===== config.mk =====
export PLATFORM = sky130hd
export DESIGN_NAME = nco_phase_acc
export DESIGN_NICKNAME = d
export VERILOG_FILES = /design/src/rtl/nco_phase_acc.sv
export SDC_FILE = /design/constraint.sdc
export NUM_CORES = 1
export LEC_CHECK = 0
export BUFFER_PORTS_ARGS = -buffer_cell sky130_fd_sc_hd__buf_2
export CORE_UTILIZATION = 35
export CTS_BUF_LIST = sky130_fd_sc_hd__clkbuf_16
export DETAILED_ROUTE_END_ITERATION = 8
export PLACE_DENSITY = 0.58
export SLEW_MARGIN = 30
export SYNTH_ARGS = -nofsm -noshare
export SYNTH_HDL_FRONTEND = slang
export SYNTH_SLANG_ARGS = --single-unit

===== constraint.sdc =====
create_clock -name clk -period 4.4 [get_ports clk]
set_input_delay 0.44 -clock clk [delete_from_list [all_inputs] [get_ports clk]]
set_output_delay 0.44 -clock clk [all_outputs]
set_load 0.1 [all_outputs]

===== src/rtl/nco_phase_acc.sv =====
// nco_phase_acc: NCO phase accumulator feeding a sine/cosine LUT.
// Adds a tuning word every enabled clock, then adds a phase offset and optional
// LFSR dither, and registers the top ASZ phase bits as the LUT address.
// Tuning word and offset load through a valid/ready port. A loaded config is
// applied on the next cycle, or at the next accumulator wrap when cfg_sync=1.
// Ports:
//   clk, reset_n         clock, asynchronous active-low reset
//   ena                  advance accumulator (and LFSR) this cycle
//   phase_clr            synchronous accumulator clear, priority over ena
//   cfg_freq, cfg_ofs    tuning word / phase offset (ACC_W bits, unsigned)
//   cfg_sync             1 = apply config at the next wrap, 0 = next cycle
//   cfg_valid/cfg_ready  config handshake (ready low while a config is pending)
//   a                    registered LUT address (phase MSBs)
//   wrap                 one-cycle strobe on accumulator overflow
module nco_phase_acc #(
  parameter int unsigned ACC_W  = 32,
  parameter int unsigned ASZ    = 10,
  parameter int unsigned DITHER = 1
) (
  input  logic             clk,
  input  logic             reset_n,
  input  logic             ena,
  input  logic             phase_clr,
  input  logic [ACC_W-1:0] cfg_freq,
  input  logic [ACC_W-1:0] cfg_ofs,
  input  logic             cfg_sync,
  input  logic             cfg_valid,
  output logic             cfg_ready,
  output logic [ASZ-1:0]   a,
  output logic             wrap
);

  localparam int unsigned LFSR_W = 15;
  // Dither MSB sits directly below the address LSB, so it can add at most +1 to a.
  localparam int unsigned DTH_SH = ACC_W - ASZ - LFSR_W;

  logic [ACC_W-1:0]  acc_q, acc_d;
  logic [ACC_W-1:0]  freq_act_q, freq_act_d;
  logic [ACC_W-1:0]  ofs_act_q, ofs_act_d;
  logic [ACC_W-1:0]  shd_freq_q, shd_freq_d;
  logic [ACC_W-1:0]  shd_ofs_q, shd_ofs_d;
  logic              shd_sync_q, shd_sync_d;
  logic              pend_q, pend_d;
  logic              cfg_ready_q, cfg_ready_d;
  logic [ASZ-1:0]    a_q, a_d;
  logic              wrap_q, wrap_d;
  logic [LFSR_W-1:0] lfsr_q, lfsr_d;

  logic [ACC_W:0]    sum;
  logic              carry;
  logic              xfer;
  logic              apply;
  logic [ACC_W-1:0]  dth;
  logic [ACC_W-1:0]  phase;

  // Next-state logic for accumulator, config shadow/apply, LFSR and address.
  always_comb begin
    acc_d      = acc_q;
    freq_act_d = freq_act_q;
    ofs_act_d  = ofs_act_q;
    shd_freq_d = shd_freq_q;
    shd_ofs_d  = shd_ofs_q;
    shd_sync_d = shd_sync_q;
    pend_d     = pend_q;
    lfsr_d     = lfsr_q;
    wrap_d     = 1'b0;

    sum   = (ACC_W+1)'(acc_q) + (ACC_W+1)'(freq_act_q);
    carry = sum[ACC_W];
    xfer  = cfg_valid && cfg_ready_q;
    // A synced config needs a real carry; a cleared accumulator does not count.
    apply = pend_q && (!shd_sync_q || (ena && !phase_clr && carry));

    if (phase_clr) begin
      acc_d = '0;
    end else if (ena) begin
      acc_d  = sum[ACC_W-1:0];
      wrap_d = carry;
    end

    // Fibonacci x^15 + x^14 + 1; the all-ones seed keeps it out of the zero state.
    if (ena) begin
      lfsr_d = {lfsr_q[LFSR_W-2:0], lfsr_q[LFSR_W-1] ^ lfsr_q[LFSR_W-2]};
    end

    // Ready is low whenever pend is set, so capture and apply never coincide.
    if (apply) begin
      freq_act_d = shd_freq_q;
      ofs_act_d  = shd_ofs_q;
      pend_d     = 1'b0;
    end else if (xfer) begin
      shd_freq_d = cfg_freq;
      shd_ofs_d  = cfg_ofs;
      shd_sync_d = cfg_sync;
      pend_d     = 1'b1;
    end
    cfg_ready_d = !pend_d;

    dth   = (DITHER != 0) ? (ACC_W'(lfsr_q) << DTH_SH) : '0;
    phase = acc_q + ofs_act_q + dth;
    a_d   = phase[ACC_W-1 -: ASZ];
  end

  // State registers.
  always_ff @(posedge clk or negedge reset_n) begin
    if (!reset_n) begin
      acc_q       <= '0;
      freq_act_q  <= '0;
      ofs_act_q   <= '0;
      shd_freq_q  <= '0;
      shd_ofs_q   <= '0;
      shd_sync_q  <= 1'b0;
      pend_q      <= 1'b0;
      cfg_ready_q <= 1'b1;
      a_q         <= '0;
      wrap_q      <= 1'b0;
      lfsr_q      <= {LFSR_W{1'b1}};
    end else begin
      acc_q       <= acc_d;
      freq_act_q  <= freq_act_d;
      ofs_act_q   <= ofs_act_d;
      shd_freq_q  <= shd_freq_d;
      shd_ofs_q   <= shd_ofs_d;
      shd_sync_q  <= shd_sync_d;
      pend_q      <= pend_d;
      cfg_ready_q <= cfg_ready_d;
      a_q         <= a_d;
      wrap_q      <= wrap_d;
      lfsr_q      <= lfsr_d;
    end
  end

  assign cfg_ready = cfg_ready_q;
  assign a         = a_q;
  assign wrap      = wrap_q;

endmodule


==> run metrics <==
outcome=completed; clk slew on worst S/H paths=0.07 ns; type of origin of the critical path=register; register bit count reported by yosys=189; fraction of the yosys area taken by sequential cells=44.7%; setup repair after global routing missed its margin=false; Placed Instance Area=11300 sq um; number of H-tree levels=4; Post-synth ARST share=100%; sequence of cells on the critical path=inv_1 > fa_1 > inv_1 > ha_1 > nand2_1 > o21ai_0 > a31oi_1 > a2111oi_0 > buf_4 > o21ai_0 > a21boi_0 > o41ai_1 > xnor2_1; biggest area contributors in the synthesized netlist=dfrtp_1 (41%), ha_1 (8.9%), mux2_4 (8.5%); number of gates resized after CTS=0; all-layer global routing usage=14.8%; vias per cell=4.94; Synthesized Nets=1001; area fraction of the dominant cell type after synthesis=40.7%; clock latency on the worst-skew pair=0.44 ns; slowest stage delay, CP=0.56 ns; shortest period the worst path allows=3.50 ns; cell family with the largest share of critical-path delay=compound AO/OA/AOI/OAI gates; final-layout setup total negative slack=0 ns; most frequent cell after synthesis=dfrtp_1; first-pass GRT wire length=35.8 mm; Initial DRC Count=326; class of the most critical setup path=register to register; critical path peak fanout=3; ys flop type=dfrtp_1; first-pass iteration count of the detailed router=4; power after layout=0.0105 W; starting density of the core=35.7%; Finish-stage setup viols=0; Crit-path slowest cell=dfstp_2; number of antenna diodes=0; standard cell core area=29800 sq um; worst voltage drop across the vdd grid=0.346 mV; Fin Clk Skew=0.0120 ns; Crit path arrival time=3.81 ns; cell type with the highest aggregate area in the netlist=dfrtp_1; Site Rows=63; overall die area=31100 sq um; maximum number of pins on one net before global-route repair=91; detailed-placement wirelength estimate=15.7 mm; routability congestion estimate=0.852; number of warnings issued by yosys=0; number of buffers inserted by port buffering=81; antenna viol nets, final=0; total wire length=21.5 mm; maximum clock frequency=286 MHz; clock tree from TritonCTS=built; max-cap violations=0; transition time at the pin with the least slew margin=0.763 ns; number of primary I/O pins=82; number of nets in the finished design=1077; Post-CTS Setup Inserts=0; number of enable-type register cells in the synthesized netlist=0; area growth from synthesis to final layout=11.8%; synth unique cells=75; most common library cells after synthesis=dfrtp_1 (173), ha_1 (76), mux2_2 (69); buffers plus inverters on the worst setup path=3; final count of pins violating max slew=0; # DRC=0; Required @ worst endpoint=4.71 ns; pwr/cell area=887 nW/um^2; Avg Synthesized Cell Area=12.7 sq um; Worst slew margin=49.1%; tightest hold margin=0.0473 ns; GRT Residual Overflow=0; via count=6505; fraction of layout instances using a drive strength above 1=31.0%; number of antenna violations at the first check in global routing=0; cells after synthesis=839; library cell used as clock root buffer=clkbuf_16; average routed wire per standard cell=16.3 um; Leakage Power=5.58 nW; part of the cycle the worst path needs=79.5%; number of clock sinks=189; Worst setup EP type=register; cts-stage hold buffer count=0; floorplan die height=176 um; combined area of all synthesized cells=10600 sq um; final design area excluding fillers=11900 sq um; TritonCTS Buffers=17; worst-case clock buffer depth=2; path class of the lowest-slack min-delay path=input port to asynchronous set/reset pin; vias in the first global route=6778; final hold violation count=0; Die Span X=176 um
## worst paths after layout
path	startpoint	to	slack, ns	depth (start not counted)
max in group asynchronous	reset_n	lfsr_q[3]$_DFFE_PN1P_	3.33	2
worst min-delay path	reset_n	freq_act_q[2]$_DFFE_PN0P_	0.05	1
min in group clk	cfg_ofs[10]	shd_ofs_q[10]$_DFFE_PN0P_	0.23	2
worst min register to register	shd_ofs_q[21]$_DFFE_PN0P_	ofs_act_q[21]$_DFFE_PN0P_	0.49	1
worst max-delay path	lfsr_q[0]$_DFFE_PN1P_	a[8]$_DFF_PN0_	0.90	13
worst max register to register	lfsr_q[0]$_DFFE_PN1P_	a[8]$_DFF_PN0_	0.90	13
## routing by layer
metal  GRT usage [%]  wire, um  vias up
met3            2.86       627       33
li1                -         -     3226
met5               0         0        -
met1            21.8     11300     3155
met2            21.6      9190       91
met4            5.25       410        0
## cell usage in the layout, fill, tap and decap left out, types with 5 or more instances in the layout
cell       instances
nor2b_1            5
mux2i_1           23
a21oi_2            5
a21o_1            22
nand2_1           35
xor2_1            15
a31oi_1            6
dfrtp_1          173
mux2_1            14
buf_2             80
clkbuf_16         17
o21a_1             7
inv_6              7
nor2_1            58
fa_1              16
a211o_1            6
nand4_1            6
a211oi_1           6
mux2_2            69
o21ai_0           24
inv_1             10
ha_1              76
buf_4              7
nand3_1           14
mux2_4            60
a21oi_1           41
dfstp_2           16
xnor2_1           23
## through the flow
step | setup WS, ns | cells | util, %
2_1_floorplan | 1.32 | 839 | -
3_3_place_gp | 0.848 | 1286 | 38.0
3_5_place_dp | 0.833 | 1286 | 38.0
4_1_cts | 0.815 | 1318 | 39.9
5_1_grt | 0.501 | 1318 | 39.9
6_report | 0.904 | 1318 | 39.9
## worst reg2reg max path, cell delays in order, from the launching register on
cell       delay (ns)
dfstp_2          0.56
inv_1            0.06
fa_1             0.47
inv_1            0.04
ha_1             0.28
nand2_1          0.05
o21ai_0          0.25
a31oi_1          0.19
a2111oi_0        0.50
buf_4            0.20
o21ai_0          0.15
a21boi_0         0.38
o41ai_1          0.13
xnor2_1          0.13
## registers in the layout, summed over array words and instances (netlist names), 10 cells and up
register	cells
lfsr_q	15
a	10
freq_act_q	32
ofs_act_q	32
shd_freq_q	32
acc_q	32
shd_ofs_q	32
## power breakdown
group          leakage [nW]  switching [W]  internal (W)
clock                 0.275       0.000750      0.000746
sequential             2.26       0.000648       0.00267
combinational          3.05        0.00303       0.00270
total                  5.58        0.00443       0.00612
## cells by family (layout without fill, tap and decap cells)
group,after synthesis,after routing,share of synthesized area (%)
adder cells (fa/ha/maj),92,92,12.0
multiplexers,166,166,19.4
buffers and inverters,44,133,3.39
AND/OR/NAND/NOR,150,150,6.85
flip-flops,189,189,44.7
AO/OA/AOI/OAI,160,160,10.5
XOR/XNOR,38,38,3.13
## cell type report
class / count / area [sq um]
Fill cell: 2872 / 17900
Timing Repair Buffer: 91 / 527
Clock buffer: 17 / 425
Sequential cell: 189 / 4750
Tap cell: 390 / 488
Inverter: 10 / 37.5
Clock inverter: 15 / 130
Multi-Input combinational cell: 606 / 5530
Power figures use the tool's default switching activity.
